$ cat config.mk
export PLATFORM = sky130hd
export DESIGN_NAME = stage_sequencer_flat
export DESIGN_NICKNAME = d
export VERILOG_FILES = /design/src/rtl/stage_sequencer_if.sv /design/src/rtl/stage_sequencer.sv /design/src/flat_wrapper.sv
export SDC_FILE = /design/constraint.sdc
export NUM_CORES = 1
export LEC_CHECK = 0
export BUFFER_PORTS_ARGS = -buffer_cell sky130_fd_sc_hd__clkbuf_2
export CORE_ASPECT_RATIO = 0.7
export CORE_MARGIN = 3
export CORE_UTILIZATION = 49
export CTS_BUF_LIST = sky130_fd_sc_hd__clkbuf_2 sky130_fd_sc_hd__clkbuf_4 sky130_fd_sc_hd__clkbuf_8
export DETAILED_ROUTE_END_ITERATION = 10
export PLACE_DENSITY = 0.82
export SLEW_MARGIN = 20
export SYNTH_ARGS = -nofsm -noshare
export SYNTH_HDL_FRONTEND = slang
export SYNTH_SLANG_ARGS = --single-unit
$ cat constraint.sdc
create_clock -name clk -period 2.2 [get_ports clk]
set_input_delay 0.11 -clock clk [delete_from_list [all_inputs] [get_ports clk]]
set_output_delay 0.11 -clock clk [all_outputs]
set_load 0.01 [all_outputs]
$ cat src/rtl/stage_sequencer_if.sv
// Program-load stream (valid/ready) and program-memory write port of the stage sequencer.
// master = load source / memory side, slave = sequencer.
interface stage_sequencer_if #(
    parameter int INSTR_W = 12,
    parameter int ADDR_W  = 8
);
    logic               load_valid;
    logic [INSTR_W-1:0] load_data;
    logic               load_last;
    logic               load_ready;
    logic               pmem_we;
    logic [ADDR_W-1:0]  pmem_addr;
    logic [INSTR_W-1:0] pmem_wdata;

    modport master (
        output load_valid, load_data, load_last,
        input  load_ready, pmem_we, pmem_addr, pmem_wdata
    );

    modport slave (
        input  load_valid, load_data, load_last,
        output load_ready, pmem_we, pmem_addr, pmem_wdata
    );
endinterface

$ cat src/rtl/stage_sequencer.sv
// Processor stage sequencer: program load, then FETCH/DECODE/EXECUTE with run/halt/step (STAGE_SEQ_INSTR_CNT_EN adds `retired`).
// Latency: load writes are combinational (zero cycle); each instruction takes 3 cycles, HALT decisions at instruction boundaries.
// Backpressure: load_ready is high only in LOAD; beats offered in any other state are not accepted.
module stage_sequencer #(
    parameter int INSTR_W    = 12,
    parameter int ADDR_W     = 8,
    parameter int PMEM_DEPTH = 256
) (
    input  logic              clk,
    input  logic              rst_n,
    stage_sequencer_if.slave  ld,
    input  logic              run_en,
    input  logic              step_req,
    input  logic              halt_req,
    input  logic              reload_req,
    output logic [1:0]        stage,
    output logic              core_en,
    output logic              halted,
`ifdef STAGE_SEQ_INSTR_CNT_EN
    output logic [15:0]       retired,
`endif
    output logic [ADDR_W:0]   load_count
);
    localparam logic [2:0] S_LOAD   = 3'd0;
    localparam logic [2:0] S_FETCH  = 3'd1;
    localparam logic [2:0] S_DECODE = 3'd2;
    localparam logic [2:0] S_EXEC   = 3'd3;
    localparam logic [2:0] S_HALT   = 3'd4;

    localparam logic [ADDR_W-1:0] LAST_ADDR = ADDR_W'(PMEM_DEPTH - 1);
    localparam logic [ADDR_W:0]   MAX_CNT   = (ADDR_W + 1)'(PMEM_DEPTH);

    logic [2:0]         state_q, state_d;
    logic [ADDR_W-1:0]  load_ptr_q, load_ptr_d;
    logic [ADDR_W:0]    load_count_q, load_count_d;
    logic               step_mode_q, step_mode_d;
    logic               load_acc;
    logic [INSTR_W-1:0] wdata;

    assign ld.load_ready = (state_q == S_LOAD);
    assign load_acc      = ld.load_valid & ld.load_ready;
    assign wdata         = ld.load_data;
    assign ld.pmem_we    = load_acc;
    assign ld.pmem_addr  = load_ptr_q;
    assign ld.pmem_wdata = wdata;

    assign core_en    = (state_q == S_FETCH) || (state_q == S_DECODE) || (state_q == S_EXEC);
    assign halted     = (state_q == S_HALT);
    assign load_count = load_count_q;

    // HALT shares the FETCH encoding so the control unit's decode sees a stable stage.
    always_comb begin
        stage = 2'b00;
        case (state_q)
            S_FETCH:  stage = 2'b01;
            S_DECODE: stage = 2'b10;
            S_EXEC:   stage = 2'b11;
            S_HALT:   stage = 2'b01;
            default:  stage = 2'b00;
        endcase
    end

    always_comb begin
        state_d      = state_q;
        load_ptr_d   = load_ptr_q;
        load_count_d = load_count_q;
        step_mode_d  = step_mode_q;
        case (state_q)
            S_LOAD: begin
                if (load_acc) begin
                    // Pointer parks at the last address so it never wraps.
                    if (load_ptr_q != LAST_ADDR)
                        load_ptr_d = load_ptr_q + 1'b1;
                    if (load_count_q != MAX_CNT)
                        load_count_d = load_count_q + 1'b1;
                    if (ld.load_last || (load_ptr_q == LAST_ADDR))
                        state_d = run_en ? S_FETCH : S_HALT;
                end
            end
            S_FETCH:  state_d = S_DECODE;
            S_DECODE: state_d = S_EXEC;
            S_EXEC: begin
                if (halt_req || !run_en || step_mode_q)
                    state_d = S_HALT;
                else
                    state_d = S_FETCH;
            end
            S_HALT: begin
                if (reload_req) begin
                    state_d      = S_LOAD;
                    load_ptr_d   = '0;
                    load_count_d = '0;
                end else if (run_en) begin
                    state_d     = S_FETCH;
                    step_mode_d = 1'b0;
                end else if (step_req) begin
                    state_d     = S_FETCH;
                    step_mode_d = 1'b1;
                end
            end
            default: state_d = S_LOAD;
        endcase
    end

    always_ff @(posedge clk) begin
        if (!rst_n) begin
            state_q      <= S_LOAD;
            load_ptr_q   <= '0;
            load_count_q <= '0;
            step_mode_q  <= 1'b0;
        end else begin
            state_q      <= state_d;
            load_ptr_q   <= load_ptr_d;
            load_count_q <= load_count_d;
            step_mode_q  <= step_mode_d;
        end
    end

`ifdef STAGE_SEQ_INSTR_CNT_EN
    logic [15:0] retired_q, retired_d;

    always_comb begin
        retired_d = retired_q;
        if ((state_q == S_EXEC) && (retired_q != 16'hFFFF))
            retired_d = retired_q + 16'd1;
        if ((state_q == S_HALT) && reload_req)
            retired_d = 16'd0;
    end

    always_ff @(posedge clk) begin
        if (!rst_n)
            retired_q <= 16'd0;
        else
            retired_q <= retired_d;
    end

    assign retired = retired_q;
`endif
endmodule

$ cat src/flat_wrapper.sv
// flat-port wrapper written by rule: the top's interface ports become plain ports
module stage_sequencer_flat 
#(
    parameter int INSTR_W    = 12,
    parameter int ADDR_W     = 8,
    parameter int PMEM_DEPTH = 256
)
  (clk, rst_n, run_en, step_req, halt_req, reload_req, stage, core_en, halted, load_count, ld_load_valid, ld_load_data, ld_load_last, ld_load_ready, ld_pmem_we, ld_pmem_addr, ld_pmem_wdata);
  stage_sequencer_if #(.INSTR_W(INSTR_W), .ADDR_W(ADDR_W)) ld_i ();
  input  logic clk;
  input  logic rst_n;
  input  logic run_en;
  input  logic step_req;
  input  logic halt_req;
  input  logic reload_req;
  output logic [1:0] stage;
  output logic core_en;
  output logic halted;
  output logic [ADDR_W:0] load_count;
  input wire logic [$bits(ld_i.load_valid)-1:0] ld_load_valid;
  input wire logic [$bits(ld_i.load_data)-1:0] ld_load_data;
  input wire logic [$bits(ld_i.load_last)-1:0] ld_load_last;
  output wire logic [$bits(ld_i.load_ready)-1:0] ld_load_ready;
  output wire logic [$bits(ld_i.pmem_we)-1:0] ld_pmem_we;
  output wire logic [$bits(ld_i.pmem_addr)-1:0] ld_pmem_addr;
  output wire logic [$bits(ld_i.pmem_wdata)-1:0] ld_pmem_wdata;
  assign ld_i.load_valid = ld_load_valid;
  assign ld_i.load_data = ld_load_data;
  assign ld_i.load_last = ld_load_last;
  assign ld_load_ready = ld_i.load_ready;
  assign ld_pmem_we = ld_i.pmem_we;
  assign ld_pmem_addr = ld_i.pmem_addr;
  assign ld_pmem_wdata = ld_i.pmem_wdata;
  stage_sequencer #(.INSTR_W(INSTR_W), .ADDR_W(ADDR_W), .PMEM_DEPTH(PMEM_DEPTH)) u_core (.clk(clk), .rst_n(rst_n), .ld(ld_i), .run_en(run_en), .step_req(step_req), .halt_req(halt_req), .reload_req(reload_req), .stage(stage), .core_en(core_en), .halted(halted), .load_count(load_count));
endmodule
Word level (Yosys, flattened, before mapping):

Index checks and enable logic that the tools add are counted.

* add/subtract/negate cells: 2
* eq/ne operators: 13
* mux-type cells: 19
* bitwise gates (word level): 2
* reductions and logical operators: 14

Operators with widths (number)
* 9-bit 2-to-1 mux: 3
* 8-bit 2-to-1 mux: 3
* 3-bit 2-to-1 mux: 7
* 9-bit one-hot mux with 2 select lines: 1
* 8-bit one-hot mux with 2 select lines: 1
* 3-bit one-hot mux with 5 select lines: 1
* 2-bit inequality test, second input constant: 5
* 9-bit by 1-bit adder with 9-bit output, second input constant: 1
* 9-bit inequality test, second input constant: 1
* 8-bit by 1-bit adder with 8-bit output, second input constant: 1
* 8-bit == test, second input constant: 1
* 8-bit inequality test, second input constant: 1
* 4-bit AND reduction: 2
* 3-bit by 2-bit == test with 1-bit output, second input constant: 2
* 2-bit one-hot mux with 3 select lines: 1
* 3-bit AND reduction: 2
* 1-bit logical OR: 5
* 4-bit inequality test, second input constant: 1
* 2-bit nonzero test: 2
* 3-bit by 1-bit == test with 1-bit output, second input constant: 1
* 3-bit == test, second input constant: 1
* 3-bit zero test: 1
* 1-bit 2-to-1 mux: 2
* 2-bit OR reduction: 1
* 3 further kinds: 3

* bits in registers: 21
* input port bits: 20
* output and inout bits: 35
* word-level logic and storage cells: 54

Depth between registers and ports, before layout:

Gate-level depths: netlist of the first run.

* word-level depth: 5
* gate-level depth with buffers: 6
* gate-level depth less buffers: 6

Worst setup path before layout of the first run:

Ideal clock, no wire load.

* path type: register -> register
* start: register u_core.state_q[0]
* end: register u_core.state_q[2]
* library setup time: 0.126 ns
* data arrival time: 1.582 ns
* data required time: 2.074 ns
* setup slack: 0.493 ns
* cell stages (with the launch flop): 6
* buffers on the path: 1
* clock period less this slack: 1.707 ns
* cell sequence: dfxtp_1 > or3b_2 > clkbuf_1 > or4_1 > o2111ai_1 > o32ai_1

* word-level cells in the longest chain between the ends: 4
* elaborated cells between the ends (all ways): 11
* those cells by class: eq/ne: 7; mux: 1; bitwise: 1; reduce/logical: 2

Ends and longest elaborated chain
* start: declaration: line stage_sequencer.sv:33 `logic [2:0] state_q, state_d;`
* start signal: assignment: line stage_sequencer.sv:112 `state_q <= state_d;`
* 3-bit zero test: line stage_sequencer.sv:40, stage_sequencer.sv:68
* 1-bit bitwise AND: line stage_sequencer.sv:41 `assign load_acc = ld.load_valid & ld.load_ready;`
* 2-bit inequality test (no line)
* 3-bit AND reduction (no line)

Parallel ways exist; a longest one is shown, timed or not.
A chain may end at the register's enable or synchronous reset.

Worst setup path after layout of the first run:

* start: register u_core.state_q[2]
* end: register u_core.state_q[2]

The elaborated chain is that of the path after synthesis.

==> results of run 1 <==
[placed cells by master (no fill, tap or decap), types with 6 or more instances in the layout]
cell type	netlist	layout
o21ai_0	8	8
nand3_1	6	6
inv_1	6	6
dfxtp_1	21	21
nor2_1	13	13
a21oi_1	11	11
a31oi_1	9	9
clkbuf_2	0	30
nand2_1	12	12
[area by class of cell]
cell class              instances  area share [%]
well taps                      32            2.88
flip-flops and latches         21            30.2
inverters                       7            1.89
clock buffers                   4            3.51
repair buffers                 30            10.8
multi-input cells             111            50.7
[state kept, by name, summed over array words and instances, names as in the netlist]
name                 cells
u_core.ld.pmem_addr      8
u_core.step_mode_q       1
u_core.state_q           3
u_core.load_count        9
[report_power, final]
group          internal, uW  total (uW)  switching, uW
Sequential              400         431           31.7
Combinational          63.1         155           92.3
Clock                   141         257            115
Total                   604         843            239
[worst min-delay path by stage]
| stage | startpoint | to | slack (ps) | cells after the start |
|---|---|---|---|---|
| finish | run_en | u_core.step_mode_q | 110 | 2 |
| global route | run_en | u_core.step_mode_q | 130 | 2 |
| CTS | run_en | u_core.step_mode_q | 110 | 2 |
| detailed placement | ld_load_data[0] | ld_pmem_wdata[0] | 220 | 0 |
| global placement | ld_load_data[0] | ld_pmem_wdata[0] | 220 | 0 |
| floorplan | run_en | u_core.step_mode_q | 210 | 1 |
[cell usage after synthesis (4+ instances only)]
| cell type | count | share of area, % |
|---|---|---|
| o21ai_0 | 8 | 3.1 |
| nand2_1 | 12 | 3.5 |
| nor3_1 | 4 | 1.6 |
| inv_1 | 6 | 1.8 |
| nor2_1 | 13 | 3.8 |
| dfxtp_1 | 21 | 33 |
| or3_1 | 4 | 2.0 |
| a21oi_1 | 11 | 4.3 |
| a31oi_1 | 9 | 4.4 |
| buf_4 | 12 | 7.1 |
| nand3_1 | 6 | 2.4 |
[layer usage]
layer	wire, um	GRT usage [%]	vias to the layer above
met3	292	5.56	8
met1	1380	27.2	575
li1	-	-	608
met5	0	0	-
met2	1310	27.4	66
met4	24	3.37	0
[stage by stage]
stage                     worst slack (ps)  std cells  power, uW  instance area, um2
after floorplan                        493        156        558                1280
after global placement                 312        201        586                1340
after detailed placement               208        201        594                1340
after CTS                              194        205        849                1390
after global routing                  56.4        205        890                1390
final                                  184        205        843                1390
[cell families (layout without fill, tap and decap cells)]
group / Yosys count / in the layout / synth area share [%]
simple gates: 62 / 62 / 28.1
compound gates: 41 / 41 / 20.5
buf+inv: 24 / 41 / 11.9
flops: 21 / 21 / 32.9
fa+ha+maj: 3 / 3 / 2.94
mux: 3 / 3 / 2.35
xor+xnor: 2 / 2 / 1.37
==> flow_summary.yaml, run 1 <==
worst_setup_path:
  crit_slowest_cell: "or3b_2"
  crit_path_start_kind: "register"
  worst_ep_arrival_time_ps: 2140
  endpoint: "u_core.state_q[2]"
  regToRegStartpoint: "u_core.state_q[2]"
  reg2reg_slack_ps: 180
  worstSetupEndpointType: "register"
  reg2regPathDepth: 4
  crit_path_cell_trace: "or3b_2, or4_1, o2111ai_1, o32ai_1"
  cp.required_ps: 2330
  crit_family: "simple AND/OR/NAND/NOR gates"
  critPathMaxFanout: 11
  slowest_delay_ps: 580
  critPathKind: "register to register"
  cp_num_buf_inv: 0
  crit_path_start: "u_core.state_q[2]"
  r2r-end: "u_core.state_q[2]"
  cp_num_cells: 4
job:
  drv_cap: 0
synthesis:
  syn_inst: 156
  yosys_warnings: 0
  synth.avg_cell_area_um2: 8.19
  synth_ff_type: "dfxtp_1"
  ys_ff_latch: 21
  synth_edf_count: 0
  syn-num-nets: 179
  yosysUniqueCellTypes: 44
  synth_seq_area_share_pct: 32.9
  async_flop_share_pct: 0
  netlist_area_um2: 1280
clock_network:
  cts-resized-gates: 0
  cts_setup_buffers: 0
  cts_buffers: 3
  clk_latency_ps: 250
  path_clk_slew_ps: 70
  cts_tree: "yes"
  cts_buffer_depth: 2
  cts-root-buf: "clkbuf_8"
  cts.sinks: 21
  postCtsHoldBufs: 0
  htreeDepth: 1
finish:
  area_delta_synth_final_pct: 8.91
  nFillCells: 212
  drive_gt1_share_pct: 23.7
  nets: 197
  seq_area_um2: 420
  final_core_util_pct: 60.2
  diodes: 0
  multi_input_area_um2: 706
floorplanning:
  die-area_um2: 3270
  start_util_pct: 55.2
  die_y_um: 48.7
  num_rows: 14
  die_w_um: 67.0
  placeableCoreArea_um2: 2310
  ioPinCount: 55
drt:
  wl_per_cell_um: 14.7
  routed_wl_um: 3010
  first_iter_violations: 123
  vias: 1257
  dr.pass1.iters: 5
  drc: 0
  antenna_left: 0
  viasPerCell: 6.13
sta:
  max_slew_margin_pct: 67.8
  max_freq_mhz: 496
  tightest_slew_ps: 476
  min_period_ps: 2020
  setup_viol: 0
  fin_crit_sh_pct: 91.6
  finalSetupTns_ps: 0
  fin_skew_ps: 4.26
  rsz0062_at_grt: "no"
  fin_hold_ws_ps: 114
  hold_viol_final: 0
  maxSlewViolCount: 0
pwr:
  cellPowerDensity_nw_per_um2: 606
  leakagePower_uw: 0.000565
  ir_worst_vdd_mv: 0.439
place:
  gp_congestion: 0.851
  portBuffers: 30
  hpwl_um: 2340
grt:
  antenna_found_initial: 0
  grt_overflow: 0
  grt_util_all_layers_pct: 18.7
  grt_max_degree: 13
  grt_pass1_vias: 1082
  grt_pass1_wl_um: 4900
outcome:
  status: "finished, final reports clean"
min_path:
  hold_class: "input pin to register"
Note: power is estimated with default switching activity, not from simulation.
==> run 2, diff against run 1 <==
==> constraint.sdc (replaced) <==
create_clock -name clk -period 1.9 [get_ports clk]
set_input_delay 0.095 -clock clk [delete_from_list [all_inputs] [get_ports clk]]
set_output_delay 0.095 -clock clk [all_outputs]
set_load 0.01 [all_outputs]
==> flow_summary.yaml, run 2 (same netlist as run 1, synthesis figures left out) <==
outcome:
  status: "finished, final reports clean"
worst_setup_path:
  crit_path_cell_trace: "or2_1, nor3_1, or4b_2, a21oi_1"
  slowest_delay_ps: 620
  critPathKind: "register to register"
  critPathMaxFanout: 11
  worstSetupEndpointType: "register"
  crit_slowest_cell: "or4b_2"
  cp.required_ps: 2100
  crit_path_start_kind: "register"
  worst_ep_arrival_time_ps: 2000
clock_network:
  cts_buffers: 3
  cts_setup_buffers: 0
  path_clk_slew_ps: 80
  cts-resized-gates: 0
  cts-root-buf: "clkbuf_8"
  cts_buffer_depth: 2
  clk_latency_ps: 270
  htreeDepth: 1
  cts.sinks: 21
  cts_tree: "yes"
  postCtsHoldBufs: 0
sta:
  tightest_slew_ps: 542
  max_slew_margin_pct: 63.4
  hold_viol_final: 0
  max_freq_mhz: 557
  rsz0062_at_grt: "yes"
  fin_skew_ps: 2.34
  setup_viol: 0
  maxSlewViolCount: 0
  min_period_ps: 1800
  fin_crit_sh_pct: 94.6
grt:
  grt_max_degree: 13
  grt_pass1_vias: 1119
  grt_util_all_layers_pct: 20.8
  grt_pass1_wl_um: 5280
  antenna_found_initial: 0
  grt_overflow: 0
floorplanning:
  die_y_um: 48.7
  die-area_um2: 3270
  die_w_um: 67.0
  ioPinCount: 55
  placeableCoreArea_um2: 2310
  start_util_pct: 55.2
  num_rows: 14
finish:
  area_delta_synth_final_pct: 12.2
  final_common_cell: "clkbuf_2"
  nets: 202
  largest_reg_flops: 9
  nFillCells: 216
  seq_area_um2: 422
  multi_input_area_um2: 712
  final_cell_mix: "30 x clkbuf_2, 20 x dfxtp_1, 13 x nor2_1"
  diodes: 0
  drive_gt1_share_pct: 27.0
  design_area_um2: 1430
place:
  portBuffers: 30
  gp_congestion: 0.883
  hpwl_um: 2540
  dpl_cell_area_um2: 1380
drt:
  dr.pass1.iters: 4
  wl_per_cell_um: 15.8
  routed_wl_um: 3310
  first_iter_violations: 74
  antenna_left: 0
  viasPerCell: 6.03
  vias: 1266
  drc: 0
min_path:
  hold_class: "input pin to register"
pwr:
  fin_total_pwr_uw: 989
  ir_worst_vdd_mv: 0.423
  cellPowerDensity_nw_per_um2: 690
  leakagePower_uw: 0.000595
job:
  drv_cap: 0
[run 2: stage by stage]
step / TNS, ps / hold slack, ps / utilization, % / std cells / setup WS, ps
after global placement: 0 / 190 / 59.7 / 206 / 176
after global routing: -39.9 / 99.5 / 62.0 / 210 / -39.9
after CTS: 0 / 92.2 / 61.7 / 210 / 40.0
after detailed placement: 0 / 190 / 59.7 / 206 / 65.8
after floorplan: 0 / 192 / - / 156 / 193
final: 0 / 94.3 / 62.0 / 210 / 103
[run 2: critical path, delay by kind of cell (launching register included)]
family | cells | cell delay [ps]
AO/OA/AOI/OAI | 1 | 160
flip-flops | 1 | 410
AND/OR/NAND/NOR | 3 | 1170
[run 2: final cells by class]
cell class / count / share of cell area (%)
Clock inverter: 1 / 0.349
Timing Repair Buffer: 35 / 13.1
Sequential cell: 21 / 29.4
Inverter: 7 / 1.83
Multi-Input combinational cell: 111 / 49.7
Tap cell: 32 / 2.79
Clock buffer: 3 / 2.88
[run 2: final timing paths]
kind / startpoint / end / slack [ps] / cells after the start
worst min-delay path: run_en / u_core.step_mode_q / 90 / 2
worst max register to register: u_core.state_q[0] / u_core.ld.pmem_addr[5] / 100 / 4
worst max-delay path: u_core.state_q[0] / u_core.ld.pmem_addr[5] / 100 / 4
worst min register to register: u_core.ld.pmem_addr[7] / u_core.ld.pmem_addr[7] / 500 / 2
[run 2: per-layer routing]
metal / vias to the layer above / routed length [um] / track usage, %
li1: 610 / - / -
met2: 63 / 1490 / 31.2
met5: - / 0 / 0
met3: 10 / 297 / 7.18
met1: 583 / 1490 / 28.4
met4: 0 / 32 / 5.05
[run 2: power by group]
part           internal, uW  total [uW]  switching [uW]
sequential              463         495            32.5
clock                   146         300             154
combinational          80.3         194             113
total                   690         989             299
==> run 3, diff against run 2 <==
--- a/config.mk
+++ b/config.mk
@@ -6,12 +6,14 @@
 export NUM_CORES = 1
 export LEC_CHECK = 0
 export BUFFER_PORTS_ARGS = -buffer_cell sky130_fd_sc_hd__clkbuf_2
+export CELL_PAD_IN_SITES_DETAIL_PLACEMENT = 0
+export CELL_PAD_IN_SITES_GLOBAL_PLACEMENT = 2
 export CORE_ASPECT_RATIO = 0.7
 export CORE_MARGIN = 3
-export CORE_UTILIZATION = 49
+export CORE_UTILIZATION = 24
 export CTS_BUF_LIST = sky130_fd_sc_hd__clkbuf_2 sky130_fd_sc_hd__clkbuf_4 sky130_fd_sc_hd__clkbuf_8
 export DETAILED_ROUTE_END_ITERATION = 10
-export PLACE_DENSITY = 0.82
+export PLACE_DENSITY_LB_ADDON = 0.25
 export SLEW_MARGIN = 20
 export SYNTH_ARGS = -nofsm -noshare
 export SYNTH_HDL_FRONTEND = slang
==> constraint.sdc (replaced) <==
create_clock -name clk -period 1.4 [get_ports clk]
set_input_delay 0.07 -clock clk [delete_from_list [all_inputs] [get_ports clk]]
set_output_delay 0.07 -clock clk [all_outputs]
set_load 0.01 [all_outputs]
==> flow_summary.yaml, run 3 (same netlist as run 1, synthesis figures left out) <==
place:
  hpwl_um: 3160
  portBuffers: 30
  dpl_cell_area_um2: 1770
  place_inst: 281
  gp_congestion: 0.841
drt:
  viasPerCell: 4.82
  antenna_left: 0
  routed_wl_um: 4180
  first_iter_violations: 56
  vias: 1411
  wl_per_cell_um: 14.3
  drc: 0
  dr.pass1.iters: 4
job:
  drv_cap: 0
clock_network:
  cts.sinks: 21
  cts_buffer_depth: 2
  htreeDepth: 1
  path_clk_slew_ps: 80
  cts_buffers: 3
  cts_tree: "yes"
  cts-root-buf: "clkbuf_8"
  clk_latency_ps: 260
finish:
  nets: 248
  diodes: 0
  drive_gt1_share_pct: 54.9
  area_delta_synth_final_pct: 63.2
  final_cell_mix: "43 x buf_4, 28 x clkbuf_2, 15 x dfxtp_1"
  final_cells: 293
  nFillCells: 497
  largest_reg_flops: 9
  design_area_um2: 2080
  final_common_cell: "buf_4"
worst_setup_path:
  crit_path_start_kind: "register"
  critPathMaxFanout: 8
  reg2regPathDepth: 4
  reg2reg_slack_ps: -250
  cp.required_ps: 1590
  r2r-end: "u_core.load_count[5]"
  critPathKind: "register to register"
  crit_path_start: "u_core.state_q[1]"
  worst_ep_arrival_time_ps: 1840
  worstSetupEndpointType: "register"
  regToRegStartpoint: "u_core.state_q[1]"
grt:
  antenna_found_initial: 0
  grt_use_met3_pct: 2.48
  busiest_layer: "met2"
  use_met2_pct: 21.7
  grt_overflow: 0
  grt_pass1_vias: 1406
  met1_usage_pct: 18.3
  grt_max_degree: 12
  grt_util_all_layers_pct: 13.5
  grt_pass1_wl_um: 6590
sta:
  max_freq_mhz: 608
  maxSlewViolCount: 0
  fin_ws_ps: -245
  tightest_slew_ps: 361
  max_slew_margin_pct: 75.7
  fin_crit_sh_pct: 118
  fin_skew_ps: 1.39
  min_period_ps: 1650
  finalSetupTns_ps: -3000
  rsz0062_at_grt: "yes"
  setup_viol: 24
  hold_viol_final: 0
floorplanning:
  num_rows: 21
  ioPinCount: 55
  die-area_um2: 6250
  die_y_um: 67.0
  start_util_pct: 25.7
  die_w_um: 93.2
  placeableCoreArea_um2: 4970
min_path:
  hold_class: "input pin to register"
  hold_end: "u_core.step_mode_q"
  hold_depth: 2
  hold_start: "run_en"
pwr:
  leakagePower_uw: 0.000883
  cellPowerDensity_nw_per_um2: 761
  ir_worst_vdd_mv: 0.333
  fin_total_pwr_uw: 1590
outcome:
  violations: "negative setup slack"
  status: "finished with violations"
[run 3: cell count changes in the layout (fill, tap and decap cells not counted), sizes merged]
cell,delta
buf,+48
clkbuf,-1
clkinv,-1
[run 3: worst max-delay path by stage]
stage / cells after the start / endpoint
floorplan: 5 / u_core.state_q[2]
CTS: 4 / u_core.load_count[5]
global placement: 4 / u_core.load_count[5]
global route: 4 / u_core.load_count[5]
finish: 4 / u_core.load_count[5]
detailed placement: 5 / u_core.ld.pmem_addr[7]
[run 3: area by class of cell]
| cell class | count | area [um2] | share of cell area, % |
|---|---|---|---|
| Tap cell | 69 | 86.3 | 4.14 |
| Inverter | 7 | 31.3 | 1.50 |
| Clock buffer | 4 | 48.8 | 2.34 |
| Timing Repair Buffer | 81 | 573 | 27.5 |
| Sequential cell | 21 | 433 | 20.8 |
| Multi-Input combinational cell | 111 | 912 | 43.8 |
[run 3: metrics by stage]
step                hold WS, ps  worst slack (ps)  util [%]
global route               80.6              -316      42.0
detailed placement          140              -255      35.7
finish                     68.5              -245      42.0
global placement            140              -204      35.7
CTS                        66.8              -224      40.4
floorplan                   167              -189         -
[run 3: metal layers]
metal | wire [um] | share of wire, %
met5 | 0 | 0
met4 | 58 | 1.4
met3 | 161 | 3.9
met2 | 1860 | 45
met1 | 2090 | 50
[run 3: report_power, final]
group	total (uW)	internal, uW	switching, uW	leakage [uW]
registers	657	629	28.5	0.000173
logic	491	250	242	0.000683
clock network	437	223	215	0.0000262
[run 3: worst max-delay path, cell delays in order (launching register included)]
cell and delay, ps:
dfxtp_2 360, or4b_4 590, a211oi_4 330, a31oi_1 130, a31oi_1 160
[run 3: what timing repair did]
action                                  in CTS  in global routing
hold buffers                                 0                  0
pin swaps                                    9                  6
gates resized for setup                     34                 16
endpoints found under the setup margin      25                 25
buffers inserted                             7                  1
